<file path="config.mk">
export PLATFORM = sky130hd
export DESIGN_NAME = secded_stream_decoder
export DESIGN_NICKNAME = d
export VERILOG_FILES = /design/src/rtl/secded_pkg.sv /design/src/rtl/secded_syndrome.sv /design/src/rtl/secded_stream_decoder.sv
export SDC_FILE = /design/constraint.sdc
export NUM_CORES = 1
export LEC_CHECK = 0
export ABC_AREA = 1
export CORE_MARGIN = 2
export CORE_UTILIZATION = 52
export DETAILED_ROUTE_END_ITERATION = 10
export MAX_ROUTING_LAYER = met4
export PLACE_DENSITY = 0.8
export RECOVER_POWER = 25
export SLEW_MARGIN = 0
export SYNTH_ARGS = -nofsm -noshare
export SYNTH_HDL_FRONTEND = slang
export SYNTH_SLANG_ARGS = --single-unit
</file>
<file path="constraint.sdc">
create_clock -name clk -period 1.82 [get_ports clk]
set_input_delay 0.455 -clock clk [delete_from_list [all_inputs] [get_ports clk]]
set_output_delay 0.455 -clock clk [all_outputs]
set_load 0.1 [all_outputs]
</file>
<file path="src/rtl/secded_pkg.sv">
// Shared definitions for the SECDED (extended Hamming) decoder and its encoder.
package secded_pkg;

  typedef enum logic [1:0] {
    FLAG_NONE   = 2'b00,
    FLAG_CORR   = 2'b01,
    FLAG_DOUBLE = 2'b10,
    FLAG_RANGE  = 2'b11
  } flag_e;

  // Smallest p with 2^p >= data_w + p + 1.
  function automatic int unsigned secded_parity_bits(input int unsigned data_w);
    int unsigned p;
    p = 1;
    while ((32'd1 << p) < data_w + p + 1) p++;
    return p;
  endfunction

  function automatic logic is_pow2(input int unsigned pos);
    return (pos != 0) && ((pos & (pos - 1)) == 0);
  endfunction

endpackage

</file>
<file path="src/rtl/secded_syndrome.sv">
// Combinational Hamming syndrome and overall-parity check of one codeword.
module secded_syndrome
  import secded_pkg::*;
#(
  parameter int unsigned CODE_W = 8,
  parameter int unsigned P      = 3
) (
  input  logic [CODE_W-1:0] code,
  output logic [P-1:0]      syndrome,
  output logic              ovf
);

  // Syndrome is the XOR of the positions of all set Hamming bits.
  always_comb begin
    syndrome = '0;
    for (int unsigned i = 0; i < CODE_W - 1; i++) begin
      if (code[i]) syndrome = syndrome ^ P'(i + 1);
    end
    ovf = ^code;
  end

endmodule

</file>
<file path="src/rtl/secded_stream_decoder.sv">
// Two-stage pipelined SECDED decoder on a valid/ready stream with saturating
// error counters. Optional SECDED_ERR_LOG_EN adds a sticky log of the first
// uncorrectable result delivered.
module secded_stream_decoder
  import secded_pkg::*;
#(
  parameter  int unsigned DATA_W = 4,
  parameter  int unsigned CNT_W  = 16,
  localparam int unsigned P      = secded_parity_bits(DATA_W),
  localparam int unsigned CODE_W = DATA_W + P + 1
) (
  input  logic              clk,
  input  logic              rst,
  input  logic              in_valid,
  output logic              in_ready,
  input  logic [CODE_W-1:0] in_code,
  output logic              out_valid,
  input  logic              out_ready,
  output logic [CODE_W-1:0] out_code,
  output logic [DATA_W-1:0] out_data,
  output logic [P-1:0]      out_syndrome,
  output logic [1:0]        out_flag,
  input  logic              cnt_clr,
  output logic [CNT_W-1:0]  corr_cnt,
  output logic [CNT_W-1:0]  uncorr_cnt
`ifdef SECDED_ERR_LOG_EN
  ,
  output logic              log_valid,
  output logic [P-1:0]      log_syndrome,
  output logic [CODE_W-1:0] log_code
`endif
);

  logic              s1_valid_q, s1_valid_d;
  logic [CODE_W-1:0] s1_code_q, s1_code_d;
  logic [P-1:0]      s1_syn_q, s1_syn_d;
  logic              s1_ovf_q, s1_ovf_d;
  logic              out_valid_q, out_valid_d;
  logic [CODE_W-1:0] out_code_q, out_code_d;
  logic [DATA_W-1:0] out_data_q, out_data_d;
  logic [P-1:0]      out_syn_q, out_syn_d;
  flag_e             out_flag_q, out_flag_d;
  logic [CNT_W-1:0]  corr_cnt_q, corr_cnt_d;
  logic [CNT_W-1:0]  uncorr_cnt_q, uncorr_cnt_d;
`ifdef SECDED_ERR_LOG_EN
  logic              log_valid_q, log_valid_d;
  logic [P-1:0]      log_syn_q, log_syn_d;
  logic [CODE_W-1:0] log_code_q, log_code_d;
`endif

  logic [P-1:0]      in_syn;
  logic              in_ovf;
  logic              s1_ready, s2_ready, deliver, uncorr;
  flag_e             s2_flag;
  logic [CODE_W-1:0] s2_code;
  logic [DATA_W-1:0] s2_data;
  int unsigned       k;

  secded_syndrome #(.CODE_W(CODE_W), .P(P)) u_syndrome (
    .code     (in_code),
    .syndrome (in_syn),
    .ovf      (in_ovf)
  );

  assign s2_ready = !out_valid_q || out_ready;
  assign s1_ready = !s1_valid_q || s2_ready;
  assign deliver  = out_valid_q && out_ready;
  assign uncorr   = (out_flag_q == FLAG_DOUBLE) || (out_flag_q == FLAG_RANGE);

  // Classify the stage-1 word, apply the correction, extract data bits.
  always_comb begin
    s2_code = s1_code_q;
    s2_flag = FLAG_NONE;
    s2_data = '0;
    k       = 0;
    if (s1_syn_q == '0) begin
      if (s1_ovf_q) begin
        s2_flag            = FLAG_CORR;
        s2_code[CODE_W-1]  = ~s1_code_q[CODE_W-1];
      end
    end else if (!s1_ovf_q) begin
      s2_flag = FLAG_DOUBLE;
    end else if (32'(s1_syn_q) > CODE_W - 1) begin
      s2_flag = FLAG_RANGE;
    end else begin
      s2_flag = FLAG_CORR;
      for (int unsigned i = 0; i < CODE_W - 1; i++) begin
        if (32'(s1_syn_q) == i + 1) s2_code[i] = ~s1_code_q[i];
      end
    end
    for (int unsigned i = 0; i < CODE_W - 1; i++) begin
      if (!is_pow2(i + 1)) begin
        s2_data[k] = s2_code[i];
        k++;
      end
    end
  end

  // Pipeline advance, counter and log next-state.
  always_comb begin
    s1_valid_d   = s1_valid_q;
    s1_code_d    = s1_code_q;
    s1_syn_d     = s1_syn_q;
    s1_ovf_d     = s1_ovf_q;
    out_valid_d  = out_valid_q;
    out_code_d   = out_code_q;
    out_data_d   = out_data_q;
    out_syn_d    = out_syn_q;
    out_flag_d   = out_flag_q;
    corr_cnt_d   = corr_cnt_q;
    uncorr_cnt_d = uncorr_cnt_q;
    if (s1_ready) begin
      s1_valid_d = in_valid;
      if (in_valid) begin
        s1_code_d = in_code;
        s1_syn_d  = in_syn;
        s1_ovf_d  = in_ovf;
      end
    end
    if (s2_ready) begin
      out_valid_d = s1_valid_q;
      if (s1_valid_q) begin
        out_code_d = s2_code;
        out_data_d = s2_data;
        out_syn_d  = s1_syn_q;
        out_flag_d = s2_flag;
      end
    end
    if (cnt_clr) begin
      corr_cnt_d   = '0;
      uncorr_cnt_d = '0;
    end else if (deliver) begin
      if (out_flag_q == FLAG_CORR && corr_cnt_q != '1) corr_cnt_d = corr_cnt_q + CNT_W'(1);
      if (uncorr && uncorr_cnt_q != '1) uncorr_cnt_d = uncorr_cnt_q + CNT_W'(1);
    end
`ifdef SECDED_ERR_LOG_EN
    log_valid_d = log_valid_q;
    log_syn_d   = log_syn_q;
    log_code_d  = log_code_q;
    if (cnt_clr) begin
      log_valid_d = 1'b0;
      log_syn_d   = '0;
      log_code_d  = '0;
    end else if (deliver && uncorr && !log_valid_q) begin
      log_valid_d = 1'b1;
      log_syn_d   = out_syn_q;
      log_code_d  = out_code_q;
    end
`endif
  end

  // State registers with synchronous reset.
  always_ff @(posedge clk) begin
    if (rst) begin
      s1_valid_q   <= 1'b0;
      s1_code_q    <= '0;
      s1_syn_q     <= '0;
      s1_ovf_q     <= 1'b0;
      out_valid_q  <= 1'b0;
      out_code_q   <= '0;
      out_data_q   <= '0;
      out_syn_q    <= '0;
      out_flag_q   <= FLAG_NONE;
      corr_cnt_q   <= '0;
      uncorr_cnt_q <= '0;
`ifdef SECDED_ERR_LOG_EN
      log_valid_q  <= 1'b0;
      log_syn_q    <= '0;
      log_code_q   <= '0;
`endif
    end else begin
      s1_valid_q   <= s1_valid_d;
      s1_code_q    <= s1_code_d;
      s1_syn_q     <= s1_syn_d;
      s1_ovf_q     <= s1_ovf_d;
      out_valid_q  <= out_valid_d;
      out_code_q   <= out_code_d;
      out_data_q   <= out_data_d;
      out_syn_q    <= out_syn_d;
      out_flag_q   <= out_flag_d;
      corr_cnt_q   <= corr_cnt_d;
      uncorr_cnt_q <= uncorr_cnt_d;
`ifdef SECDED_ERR_LOG_EN
      log_valid_q  <= log_valid_d;
      log_syn_q    <= log_syn_d;
      log_code_q   <= log_code_d;
`endif
    end
  end

  assign in_ready     = s1_ready;
  assign out_valid    = out_valid_q;
  assign out_code     = out_code_q;
  assign out_data     = out_data_q;
  assign out_syndrome = out_syn_q;
  assign out_flag     = out_flag_q;
  assign corr_cnt     = corr_cnt_q;
  assign uncorr_cnt   = uncorr_cnt_q;
`ifdef SECDED_ERR_LOG_EN
  assign log_valid    = log_valid_q;
  assign log_syndrome = log_syn_q;
  assign log_code     = log_code_q;
`endif

endmodule

</file>
==> results.ini, run 1 <==
[run_status]
status=completed

[setup_path]
reg2reg_slack_ns=0.19
cp-start-kind=primary input
critPathArrivalTime_ns=1.33
reg2regPathDepth=8
cp_max_fo=3
r2r-start=corr_cnt[0]
endpoint_kind=output port
worstSetupPathType=primary input to output port
cp.required_ns=1.36
timing.rr.end=corr_cnt[5]

[cts]
tritoncts=yes
cts_made_buffers=9
cts.clk_slew.worst_paths_ns=0.07
cts.path.max_buffers=2
cts_setup_buffers=0
cts-root-buf=clkbuf_8
ctsHoldBuffers=0
h-tree-depth=3
ctsResizeCount=1
clock-sinks=59
clock_latency_ns=0.34

[placement]
io_buffers=63
post_dp_cell_area_mm2=0.00451
dp_cells=604
gp_congestion=0.926
place_hpwl_um=5770

[power_and_ir_drop]
ir_drop_uv=472
combPwrFrac=0.177
power_density_mw_per_mm2=693
power.internal_mw=2.07
swShare=0.307
cellLeakagePower_nw=1.71
total_power_mw=2.98
p_seq_frac=0.464
clock_power_share=0.359
switching_power_uw=916

[timing]
max_freq_mhz=561
finalHoldViolations=0
timing.final.crit_share=0.979
worst_slew_pin_slew_ns=0.550
finalCriticalPeriod_ns=1.78
slew_headroom=0.635
final-max-slew-violation-count=0
fin_skew_ns=0.00734
finalHoldWorstSlack_ns=0.497
final-setup-viol-count=0
rsz0062_at_grt=no

[layout]
syn_to_final_growth_pct=35.9
num_antenna_cells=0
instances_no_fill=620
fin_util=0.727
drive_gt1_frac=0.253
final_nets=555
design_area_mm2=0.00430

[synthesis]
yosys_warnings=0
yosys_register_bits=59
synth_edf_count=0
synth_area_mm2=0.00317
syn-num-nets=482
synthFlopType=dfxtp_1
yosysMostFrequentCell=nand2_1
synthArstFlopShare=0
synthCells=467
synth_commonest_cells=136 x nand2_1, 71 x nor2_1, 59 x dfxtp_1, 40 x inv_1, 31 x a21oi_1
synth.top_cell.area_share=0.373
ys_seq_area_frac=0.373
synth_largest_area_cell=dfxtp_1
ys_types=30
syn_area_per_cell_um2=6.78
synthTopCellsByArea=dfxtp_1 37%, nand2_1 16%, nor2_1 8.4%, a21oi_1 4.9%, inv_1 4.7%

[worst_hold_path]
min_path_type=flop to flop
hold_path_end=uncorr_cnt[8]
min_path_cells=2
hold_start=uncorr_cnt[8]

[routing]
num_vias=3268
vias_per_cell=5.27
wl_per_cell_um=12.6
drt-pass1-iter-count=5
drt-initial-drc-count=133
drc=0
ant_nets=0
routed_wl_um=7820

[global_routing]
track_usage=0.268
grt_overflow=0
grt_pass1_wl_um=13500
antenna_found_initial=0
grt_max_degree=24
grt_pass1_vias=3072

[floorplanning]
die_w_um=82.0
core_region_area_mm2=0.00592
die_h_um=82.0
rows=28
ios=64
die_area_mm2=0.00673
start_util=0.535

[flow_run]
drv_cap=0

## kinds of logic (layout without fill, tap and decap cells)
logic type,Yosys count,in the layout,synth area share
AND/OR/NAND/NOR,247,247,0.330
AO/OA/AOI/OAI,71,71,0.128
flip-flops,59,59,0.373
buffers and inverters,59,137,0.0810
XOR/XNOR,29,29,0.0802
adder cells (fa/ha/maj),2,2,0.00790
## through the flow
stage / TNS [ns] / setup WS (ns)
floorplan: 0 / 0.0208
global placement: -0.261 / -0.0489
detailed placement: -1.35 / -0.136
CTS: 0 / 0.0344
global route: 0 / 0.0144
finish: 0 / 0.0378
## how the worst max path moves through the flow
stage | from | endpoint | slack [ns] | cells past startpoint
after floorplan | out_valid | s1_code_q[6] | 0.02 | 6
after global placement | out_ready | uncorr_cnt[14] | -0.05 | 8
after detailed placement | out_ready | out_code[1] | -0.14 | 8
after CTS | out_ready | in_ready | 0.03 | 4
after global routing | out_ready | in_ready | 0.01 | 4
final | out_ready | in_ready | 0.04 | 4
## area by class of cell
type | instances | area, um^2
Multi-Input combinational cell | 349 | 1740
Fill cell | 426 | 1620
Sequential cell | 59 | 1240
Timing Repair Buffer | 79 | 898
Clock buffer | 14 | 163
Inverter | 42 | 158
Tap cell | 75 | 93.8
Clock inverter | 2 | 10.0
## metal layers
metal	up-vias	share of wire	global-route usage	wire length (um)
met3	16	0.055	0.0571	432
met4	0	0.016	0.107	124
li1	1644	-	-	-
met5	-	0	-	0
met2	102	0.49	0.432	3830
met1	1506	0.44	0.326	3430
## power by group through the flow
stage	logic, mW	registers [mW]	clock network, mW
6_report	0.527	1.38	1.07
4_1_cts	0.583	1.39	1.08
2_1_floorplan	0.225	1.55	0
3_3_place_gp	0.570	1.42	0
5_1_grt	0.562	1.39	1.14
3_5_place_dp	0.581	1.42	0
## layout by cell type, fill, tap and decap left out, types with 15 or more instances in the layout
cell        n
nand2_1   136
nor2_1     71
inv_1      39
dfxtp_2    35
a21oi_1    31
buf_12     27
o21ai_0    26
clkbuf_2   25
dfxtp_1    20
xnor2_1    17
nand3_1    15
buf_4      15
## critical path: stages
cell and delay (ns):
clkdlybuf4s50_1 0.52, inv_2 0.08, nand3_4 0.09, buf_12 0.18
## state kept, by name, summed over array words and instances (netlist names)
signal and flops:
corr_cnt 16, out_syndrome 3, uncorr_cnt 16, s1_ovf_q 1, s1_valid_q 1, s1_code_q 8, out_flag 2, out_valid 1
s1_syn_q 3, out_code 8
No activity file was read; power rests on OpenSTA's default activity.
==> inputs of run 2 (changes only) <==
--- a/config.mk
+++ b/config.mk
@@ -7,10 +7,11 @@
 export LEC_CHECK = 0
 export ABC_AREA = 1
 export CORE_MARGIN = 2
-export CORE_UTILIZATION = 52
+export CORE_UTILIZATION = 50
 export DETAILED_ROUTE_END_ITERATION = 10
+export GPL_TIMING_DRIVEN = 0
 export MAX_ROUTING_LAYER = met4
-export PLACE_DENSITY = 0.8
+export PLACE_DENSITY = 0.77
 export RECOVER_POWER = 25
 export SLEW_MARGIN = 0
 export SYNTH_ARGS = -nofsm -noshare
==> run 2 against run 1 <==
Effect of this change: critical path depth decreased by 3; total power down 0.79%; final cell count is the same; clock skew decreased by 0.0017 ns; via count fell by 1.3%; die area grew 3.8%; non-clock buffer count is the same; maximum frequency hardly changed; sequential power about the same; setup slack improved by 0.00093 ns; design area down 1.9%; critical path type is now flop to output port; highest routed layer unchanged.
==> results.ini, run 2 (synthesis gave the netlist of run 1 again) <==
[setup_path]
cp-start-kind=flop
cp.required_ns=1.36
crit_chain=clkdlybuf4s15_2
cp_max_fo=6
critical_path_depth=1
slowest_stage=clkdlybuf4s15_2
critPathArrivalTime_ns=1.33
cp_top_family=buffers and inverters
crit_buf_inv=1
worstSetupPathType=flop to output port
endpoint_kind=output port
critPathMaxStageDelay_ns=0.58
reg2regPathDepth=8

[cts]
clock-sinks=59
cts_made_buffers=9
tritoncts=yes
h-tree-depth=3
cts-root-buf=clkbuf_8
ctsHoldBuffers=0
cts.path.max_buffers=2
cts.clk_slew.worst_paths_ns=0.07
clock_latency_ns=0.34

[timing]
finalHoldViolations=0
slew_headroom=0.634
final-setup-viol-count=0
finalHoldWorstSlack_ns=0.497
worst_slew_pin_slew_ns=0.552
finalCriticalPeriod_ns=1.78
final-max-slew-violation-count=0
fin_skew_ns=0.00560
timing.final.crit_share=0.979
max_freq_mhz=561

[power_and_ir_drop]
cellLeakagePower_nw=1.56
switching_power_uw=955
ir_drop_uv=506
power.internal_mw=2.00
combPwrFrac=0.171
power_density_mw_per_mm2=700
swShare=0.323
p_seq_frac=0.465
clock_power_share=0.364

[layout]
fillCellCount=524
drive_gt1_frac=0.255
final_nets=555
instances_no_fill=620
layout_common_cells=135 x nand2_1, 70 x nor2_1, 47 x clkdlybuf4s15_2
final_common_cell=nand2_1
num_antenna_cells=0
syn_to_final_growth_pct=33.4
fin_util=0.701
multi_input_area_mm2=0.00177
seqCellArea_mm2=0.00124

[floorplanning]
die_area_mm2=0.00699
rows=28
die_h_um=83.6
core_region_area_mm2=0.00603
start_util=0.526
die_w_um=83.6
ios=64

[placement]
place_hpwl_um=5560
io_buffers=61
gp_congestion=0.917
dp_cells=603

[worst_hold_path]
min_path_cells=2
min_path_type=flop to flop

[routing]
num_vias=3225
vias_per_cell=5.20
drc=0
drt-pass1-iter-count=5
wl_per_cell_um=12.5
routed_wl_um=7730
drt-initial-drc-count=201
ant_nets=0

[global_routing]
grt_pass1_wl_um=13200
grt_max_degree=12
grt_pass1_vias=2869
grt_overflow=0
track_usage=0.235
antenna_found_initial=0

[run_status]
status=completed

[flow_run]
drv_cap=0

## run 2: changes by cell type in the layout (fill, tap and decap cells not counted), moves of 2 or more
cell / previous run / this run
clkdlybuf4s15_2: 0 / 47
buf_12: 27 / 1
clkbuf_2: 25 / 4
buf_4: 15 / 5
clkbuf_1: 3 / 6
clkdlybuf4s18_2: 0 / 3
clkdlybuf4s50_1: 12 / 9
clkinvlp_4: 0 / 3
nor2_4: 1 / 3
## run 2: worst paths after layout
check                     start             to  slack, ns
setup reg to reg    corr_cnt[0]    corr_cnt[7]       0.15
setup / recovery    corr_cnt[2]    corr_cnt[2]       0.04
hold / removal    uncorr_cnt[6]  uncorr_cnt[6]       0.50
hold reg to reg   uncorr_cnt[6]  uncorr_cnt[6]       0.50
## run 2: layer usage
metal / vias to the layer above / wire length (um) / track usage
li1: 1643 / - / -
met4: 0 / 89 / 0.0674
met3: 10 / 349 / 0.0524
met1: 1490 / 3690 / 0.309
met2: 82 / 3600 / 0.367
met5: - / 0 / -
## run 2: final cells by class
class	count	share of cell area
Multi-Input combinational cell	349	0.418
Sequential cell	59	0.294
Timing Repair Buffer	62	0.163
Buffer	17	0.0237
Inverter	42	0.0373
Tap cell	75	0.0222
Clock inverter	6	0.00977
Clock buffer	10	0.0326
## run 2: what timing repair did
item                       CTS  global route
resized for setup          160            14
setup endpoints to repair   76            32
pin swaps                    0             1
buffers inserted             0             1
## run 2: power groups by stage
stage | clock network, mW | registers, mW | logic, mW
2_1_floorplan | 0 | 1.55 | 0.225
3_3_place_gp | 0 | 1.40 | 0.499
3_5_place_dp | 0 | 1.40 | 0.506
4_1_cts | 1.10 | 1.38 | 0.501
5_1_grt | 1.16 | 1.38 | 0.542
6_report | 1.08 | 1.38 | 0.506
## run 2: stage by stage
stage          setup slack, ns  TNS (ns)  cell area, um^2  power, mW
3_3_place_gp            -0.854    -22.28             3940       1.90
6_report                0.0388         0             4220       2.96
4_1_cts                 0.0114         0             4190       2.98
2_1_floorplan           0.0208         0             3240       1.78
3_5_place_dp            -0.890    -24.02             3940       1.91
5_1_grt               -0.00392  -0.00393             4220       3.08
